`config.mk`:
```
export PLATFORM = sky130hd
export DESIGN_NAME = cv32e40p_ft_redundancy_ctrl
export DESIGN_NICKNAME = d
export VERILOG_FILES = /design/src/rtl/cv32e40p_ft_redundancy_ctrl.sv
export SDC_FILE = /design/constraint.sdc
export NUM_CORES = 1
export LEC_CHECK = 0
export CORE_MARGIN = 2
export CORE_UTILIZATION = 45
export DETAILED_ROUTE_END_ITERATION = 7
export PLACE_DENSITY_LB_ADDON = 0.08
export SYNTH_ARGS = -nofsm -noshare
export SYNTH_HDL_FRONTEND = slang
export SYNTH_SLANG_ARGS = --single-unit
```
`constraint.sdc`:
```
create_clock -name clk -period 6.05 [get_ports clk]
set_input_delay 1.815 -clock clk [delete_from_list [all_inputs] [get_ports clk]]
set_output_delay 1.815 -clock clk [all_outputs]
set_load 0.01 [all_outputs]
```
`src/rtl/cv32e40p_ft_redundancy_ctrl.sv`:
```
// Degradation controller for the triple-replicated cv32e40p pipeline: TMR -> DMR -> SIMPLEX -> FAIL,
// with DMR rollback handshake. Define CV32E40P_FT_SIMPLEX_EN to compile the SIMPLEX state.
module cv32e40p_ft_redundancy_ctrl #(
   parameter int ACK_TIMEOUT  = 16,
   parameter int MAX_RETRY    = 2,
   parameter int CLEAN_WINDOW = 64
) (
   input  logic       clk,
   input  logic       rst,
   input  logic [2:0] is_broken_i,
   input  logic [2:0] err_detected_i,
   input  logic       restart_ack_i,
   output logic [2:0] set_broken_o,
   output logic [2:0] active_mask_o,
   output logic [1:0] mode_o,
   output logic       restart_req_o,
   output logic       fatal_o
);

   localparam int TO_W = $clog2(ACK_TIMEOUT + 1);
   localparam int RT_W = $clog2(MAX_RETRY + 1);
   localparam int CL_W = $clog2(CLEAN_WINDOW + 1);
   localparam logic [TO_W-1:0] TO_LAST = TO_W'(ACK_TIMEOUT - 1);
   localparam logic [RT_W-1:0] RT_MAX  = RT_W'(MAX_RETRY);
   localparam logic [CL_W-1:0] CL_LAST = CL_W'(CLEAN_WINDOW - 1);

   typedef enum logic [2:0] {
      S_TMR, S_DMR, S_RESTART, S_FAIL
`ifdef CV32E40P_FT_SIMPLEX_EN
      , S_SIMPLEX
`endif
   } state_e;

`ifdef CV32E40P_FT_SIMPLEX_EN
   localparam state_e L_DEGRADE = S_SIMPLEX;
`else
   localparam state_e L_DEGRADE = S_FAIL;
`endif

   state_e          r_state, w_state_nxt;
   logic [2:0]      r_broken, w_broken_in, w_broken_nxt, w_active, w_force, r_set_broken;
   logic [1:0]      w_nbroken;
   logic            w_mism;
   logic [TO_W-1:0] r_to, w_to_nxt;
   logic [RT_W-1:0] r_retry, w_retry_nxt;
   logic [CL_W-1:0] r_clean, w_clean_nxt;

   function automatic logic [1:0] f_popcnt(input logic [2:0] v);
      return {1'b0, v[0]} + {1'b0, v[1]} + {1'b0, v[2]};
   endfunction

   function automatic logic [2:0] f_hi_active(input logic [2:0] a);
      if (a[2])      return 3'b100;
      else if (a[1]) return 3'b010;
      else if (a[0]) return 3'b001;
      else           return 3'b000;
   endfunction

   always_comb begin
      w_state_nxt = r_state;
      w_force     = 3'b000;
      w_to_nxt    = r_to;
      w_retry_nxt = r_retry;
      w_clean_nxt = r_clean;
      w_active    = ~r_broken;
      w_broken_in = r_broken | is_broken_i;
      w_nbroken   = f_popcnt(w_broken_in);
      w_mism      = |(err_detected_i & w_active);
      case (r_state)
         S_TMR: begin
            case (w_nbroken)
               2'd1:    w_state_nxt = S_DMR;
               2'd2:    w_state_nxt = L_DEGRADE;
               2'd3:    w_state_nxt = S_FAIL;
               default: w_state_nxt = S_TMR;
            endcase
         end
         S_DMR: begin
            // Breakage has priority: a mismatch in the same cycle never triggers a restart.
            if (w_nbroken == 2'd3) begin
               w_state_nxt = S_FAIL;
            end else if (w_nbroken == 2'd2) begin
               w_state_nxt = L_DEGRADE;
            end else if (w_mism) begin
               w_clean_nxt = '0;
               if (r_retry < RT_MAX) begin
                  w_retry_nxt = r_retry + 1'b1;
                  w_to_nxt    = '0;
                  w_state_nxt = S_RESTART;
               end else begin
                  w_force     = f_hi_active(w_active);
                  w_retry_nxt = '0;
                  w_state_nxt = L_DEGRADE;
               end
            end else if (r_clean >= CL_LAST) begin
               w_clean_nxt = '0;
               w_retry_nxt = '0;
            end else begin
               w_clean_nxt = r_clean + 1'b1;
            end
         end
         S_RESTART: begin
            if (restart_ack_i) begin
               w_to_nxt    = '0;
               w_state_nxt = S_DMR;
            end else if (r_to >= TO_LAST) begin
               w_state_nxt = S_FAIL;
            end else begin
               w_to_nxt = r_to + 1'b1;
            end
         end
`ifdef CV32E40P_FT_SIMPLEX_EN
         S_SIMPLEX: begin
            if (w_nbroken == 2'd3) w_state_nxt = S_FAIL;
         end
`endif
         S_FAIL:  w_state_nxt = S_FAIL;
         default: w_state_nxt = S_FAIL;
      endcase
      w_broken_nxt = w_broken_in | w_force;
   end

   always_ff @(posedge clk) begin
      if (rst) begin
         r_state      <= S_TMR;
         r_broken     <= 3'b000;
         r_set_broken <= 3'b000;
         r_to         <= '0;
         r_retry      <= '0;
         r_clean      <= '0;
      end else begin
         r_state      <= w_state_nxt;
         r_broken     <= w_broken_nxt;
         r_set_broken <= w_force;
         r_to         <= w_to_nxt;
         r_retry      <= w_retry_nxt;
         r_clean      <= w_clean_nxt;
      end
   end

   always_comb begin
      case (r_state)
         S_TMR:     mode_o = 2'd0;
         S_DMR:     mode_o = 2'd1;
         S_RESTART: mode_o = 2'd1;
`ifdef CV32E40P_FT_SIMPLEX_EN
         S_SIMPLEX: mode_o = 2'd2;
`endif
         default:   mode_o = 2'd3;
      endcase
   end

   assign fatal_o       = (r_state == S_FAIL);
   assign restart_req_o = (r_state == S_RESTART);
   assign active_mask_o = fatal_o ? 3'b000 : ~r_broken;
   assign set_broken_o  = r_set_broken;

endmodule

```
# Word-level counts from Yosys, hierarchy flattened
# Index checks and enable logic that the tools add are counted.
dict set report word_totals {
  register_bits 23
  in_bits 9
  elab_cells 73
  output_inout_bits 10
}
dict set report classes {
  add_sub_neg 5
  bitwise_logic 6
  mux 30
  eq_ne 13
  n_reduce_logical 10
  order_cmp 3
}
# cell n
set ops {}
lappend ops {{two-way mux 3 bit} 12}
lappend ops {{two-way mux 5 bit} 6}
lappend ops {{two-way mux 7 bit} 2}
lappend ops {{case mux 5 bit (2 select lines)} 1}
lappend ops {{case mux 3 bit (3 select lines)} 1}
lappend ops {{two-way mux 2 bit} 4}
lappend ops {{!= test 2 bit, second input constant} 4}
lappend ops {{case mux 2 bit (2 select lines)} 2}
lappend ops {{adder 7 x 1 -> 7 bit, second input constant} 1}
lappend ops {{>= comparator 7 x 6 -> 1 bit, second input constant} 1}
lappend ops {{== test 3 x 2 -> 1 bit, second input constant} 2}
lappend ops {{bitwise OR 3 bit} 2}
lappend ops {{AND reduction 6 bit} 1}
lappend ops {{adder 5 x 1 -> 5 bit, second input constant} 1}
lappend ops {{>= comparator 5 x 4 -> 1 bit, second input constant} 1}
lappend ops {{== test 2 bit, second input constant} 2}
lappend ops {{!= test 4 bit, second input constant} 1}
lappend ops {{AND reduction 4 bit} 1}
lappend ops {{nonzero test 2 bit} 2}
lappend ops {{OR reduction 2 bit} 2}
lappend ops {{AND 3 bit} 1}
lappend ops {{== test 3 x 1 -> 1 bit, second input constant} 1}
lappend ops {{logical NOT 3 bit} 1}
lappend ops {{!= test 3 x 2 -> 1 bit, second input constant} 1}
lappend ops {{12 further kinds} 14}

# Logic depth before layout (Yosys ltp)
dict set report depth {
  ltp_word 10
  depth_mapped 7
}

# Worst setup path before layout
# OpenSTA, ideal clock, no wires.
dict set report synth_path {
  kind {input-to-reg}
  startpoint {in is_broken_i[0]}
  endpoint {reg r_to[4]}
  arrival_ps 3194
  cell_stages 6
  slack_ps 2770
  required_time_ps 5964
  cell_sequence {nor2_1 > fa_1 > nand2b_1 > a21bo_2 > or4_4 > a221oi_2}
}
dict set report synth_via {
  elab_chain_len 6
  word_cells_on_any_way 8
  cone_classes {2 x add/sub; 4 x eq/ne; 1 x bitwise; 1 x reduce/logical}
}
# item line
set synth_lines {}
lappend synth_lines {{start, declared} 10} ;# input logic [2:0] is_broken_i,
lappend synth_lines {{bitwise OR 3 bit (*)} 66} ;# w_broken_in = r_broken | is_broken_i;
lappend synth_lines {{adder 1 x 1 -> 2 bit (*)} 49} ;# return {1'b0, v[0]} + {1'b0, v[1]} + {1'b0, v[2]};
lappend synth_lines {{adder 2 x 1 -> 2 bit (*)} 49}
lappend synth_lines {{== test 2 bit (on tied branches)} {82, 80}}
lappend synth_lines {{!= test 2 bit (no line)} -}
lappend synth_lines {{AND reduction 6 bit (no line) (*)} -}
lappend synth_lines {{end signal, assigned} 135} ;# r_to <= w_to_nxt;
lappend synth_lines {{end, declared} 44} ;# logic [TO_W-1:0] r_to, w_to_nxt;
# Every way passes the cells marked *; elsewhere a longest branch is shown, timed or not.
# A chain may end at the register's enable or synchronous reset.

# Worst setup path in the final report
# Same ends and word-level chain as after synthesis.

==> results.md <==
* Synth Instances at 153
* R2r startpoint: r_to[0]$_SDFFE_PP0P_
* Number of max-cap violations at 0
* Die footprint at 3330 um2
* Worst slew pin tran at 0.886 ns
* Synth warn at 0
* CTS Buffer Depth at 2
* Vias at 1,162
* Die W at 57.7 um
* Clock transition at path regs at 0.14 ns
* Largest cells by area after synthesis: dfxtp_1 (34%), ha_1 (7.7%), nor2_1 (4.9%), inv_1 (3.2%), nand2b_4 (3.2%)
* Fillcell total at 265
* Count of final setup violators at 0
* Worst-Skew Late Latency at 0.31 ns
* WP data arrival at 3.72 ns
* Initial core utilization at 47.0%
* Top FF cell, synth: dfxtp_1
* Final min period at 3.49 ns
* Cell taking the most area after synthesis: dfxtp_1
* Top cell type's share of synthesized area at 34.0%
* #FFs+latches synth at 22
* Status: finished, final reports clean
* Most frequent cells in the layout: dfxtp_1 (22), clkdlybuf4s50_1 (18), nor2_1 (17)
* Launch point of the worst path: is_broken_i[0]
* Via/cell ratio at 5.87
* Initial antenna violation count at 0
* Crit path required time at 6.28 ns
* Async SR Flop Fraction at 0%
* Post-CTS resize count at 0
* Layout Nets at 186
* Clock buffer count from CTS at 3
* Port bufs at 18
* Max IR drop VDD at 246 uV
* ANT cells at 0
* Number of global-route vias before repair at 1,143
* DIE HEIGHT at 57.7 um
* Final Cell Area at 1530 um2
* Drt initial violations at 55
* Worst reg-to-reg path cell count at 7
* R2r endpoint: r_to[4]$_SDFFE_PP0P_
* Post-Route WL at 2740 um
* Total grt overflow at 0
* Detail Placement HPWL at 1970 um
* EDFF count, synth at 0
* Storage cell area at 440 um2
* Slew Limit Fails at 0
* Critical path endpoint: r_to[4]$_SDFFE_PP0P_
* CP Class: input port to flop
* GRT Total Usage at 18.5%
* DR DRC count at 0
* Max Clock Skew at 0.00170 ns
* R2R setup slack at 4.04 ns
* Register area share after synthesis at 34.0%
* Area after DPL at 1480 um2
* Tcrit/Tclk final at 57.7%
* First-pass GRT wire length at 4860 um
* Area of the multi-input gates at 778 um2
* Postcts setup bufs at 0
* Syn nets at 171
* ANT nets after route at 0
* Leak at 0.560 nW
* Setup_tns at 0 ns
* Fmax achieved at 287 MHz
* H-Tree Depth at 1
* Cell area after synthesis at 1300 um2
* Syn-to-layout area delta at 18.1%
* Yosys cell types at 47
* Worst Setup End Kind: flop
* Commonest non-fill, non-tap cell in the layout: dfxtp_1
* Largest net degree at the start of global routing at 27
* Slew margin rel. at 40.7%
* RSZ-0062 raised after global routing: no
* Final Hold Viols at 0
* CTS sink cnt at 22
* Maximum fanout along the worst path at 5
* Final Util at 55.5%
* Hold Path Class: flop to flop
* Number of buffers inserted by hold repair at cts at 0
* I/O pins at 19
* Syn avg cell area at 8.47 um2
* Final GP Congestion at 0.837
* Core area at 2760 um2
* CTS tree: built
* Worst Setup Start Kind: input port
* Layout cells sized above 1 at 8.38%
* Root Driver: clkbuf_4
* Number of cell rows at 19
* TritonRoute pass-1 iters at 4
* Power Density at 315 nW/um2
* DR WL/cell at 13.8 um
-- final cells by class --
cell class | count | area share [%]
Clock buffer | 3 | 1.47
Sequential cell | 22 | 28.8
Multi-Input combinational cell | 112 | 50.8
Clock inverter | 1 | 1.96
Tap cell | 31 | 2.53
Inverter | 11 | 2.70
Timing Repair Buffer | 18 | 11.8
-- per-layer routing --
layer	GRT usage (%)	routed length, um	up-vias
met1	22.6	1280	544
met4	7.97	17	0
li1	-	-	592
met3	3.13	118	2
met5	0	0	-
met2	31.8	1320	24
-- how the worst min path moves through the flow --
| stage | slack [ns] | endpoint | cells after the start | startpoint |
|---|---|---|---|---|
| after floorplan | 0.42 | r_clean[6]$_SDFFE_PP0P_ | 2 | r_clean[6]$_SDFFE_PP0P_ |
| after global placement | 0.45 | r_clean[6]$_SDFFE_PP0P_ | 2 | r_clean[6]$_SDFFE_PP0P_ |
| after detailed placement | 0.46 | r_clean[5]$_SDFFE_PP0P_ | 1 | r_clean[5]$_SDFFE_PP0P_ |
| after CTS | 0.48 | r_clean[6]$_SDFFE_PP0P_ | 2 | r_clean[6]$_SDFFE_PP0P_ |
| after global routing | 0.49 | r_clean[5]$_SDFFE_PP0P_ | 1 | r_clean[5]$_SDFFE_PP0P_ |
| final | 0.47 | r_clean[6]$_SDFFE_PP0P_ | 2 | r_clean[6]$_SDFFE_PP0P_ |
-- power breakdown --
group	switching, mW	internal (mW)
clock network	0.0497	0.0670
registers	0.0108	0.156
logic	0.109	0.0903
total	0.170	0.313
-- through the flow --
step / power, mW / std cells / hold slack (ns) / setup WS (ns)
after floorplan: 0.301 / 153 / 0.424 / 2.77
after global placement: 0.366 / 194 / 0.445 / 2.27
after detailed placement: 0.366 / 194 / 0.458 / 2.23
after CTS: 0.489 / 198 / 0.478 / 2.55
after global routing: 0.517 / 198 / 0.488 / 2.45
final: 0.483 / 198 / 0.468 / 2.56
-- worst max-delay path: stages --
cell             delay, ns
clkdlybuf4s50_1       0.40
nor2_1                0.18
fa_1                  0.29
nand2b_1              0.10
a21bo_2               0.24
or4_4                 0.48
a221oi_2              0.22
-- synthesized netlist by cell type, drive strengths merged, types with 2 or more instances --
| library cell | n |
|---|---|
| a221oi | 3 |
| dfxtp | 22 |
| a31oi | 3 |
| a32o | 2 |
| o32ai | 2 |
| or4 | 3 |
| nor2 | 17 |
| o21ai | 3 |
| nor4 | 2 |
| a21oi | 6 |
| nand4 | 6 |
| nand3b | 2 |
| nand2b | 5 |
| nand3 | 6 |
| and3 | 2 |
| nand2 | 10 |
| nor2b | 5 |
| ha | 8 |
| buf | 3 |
| inv | 11 |
| and2 | 3 |
| nor3 | 4 |
| o211ai | 2 |
| clkbuf | 5 |
-- sequential cells by signal, summed over array words and instances, names as in the netlist --
name and cells:
r_retry 2, r_to 5, r_state 2, r_broken 3, r_clean 7, set_broken_o 3
-- kinds of logic after synthesis --
kind of cell	count (synthesis)	share of synthesized area (%)
and+or+nand+nor	70	31.1
AOI/OAI and AO/OA	33	19.7
DFF	22	34.0
buffers and inverters	19	5.98
adders and majority gates	9	9.27
No activity file was read; power rests on OpenSTA's default activity.
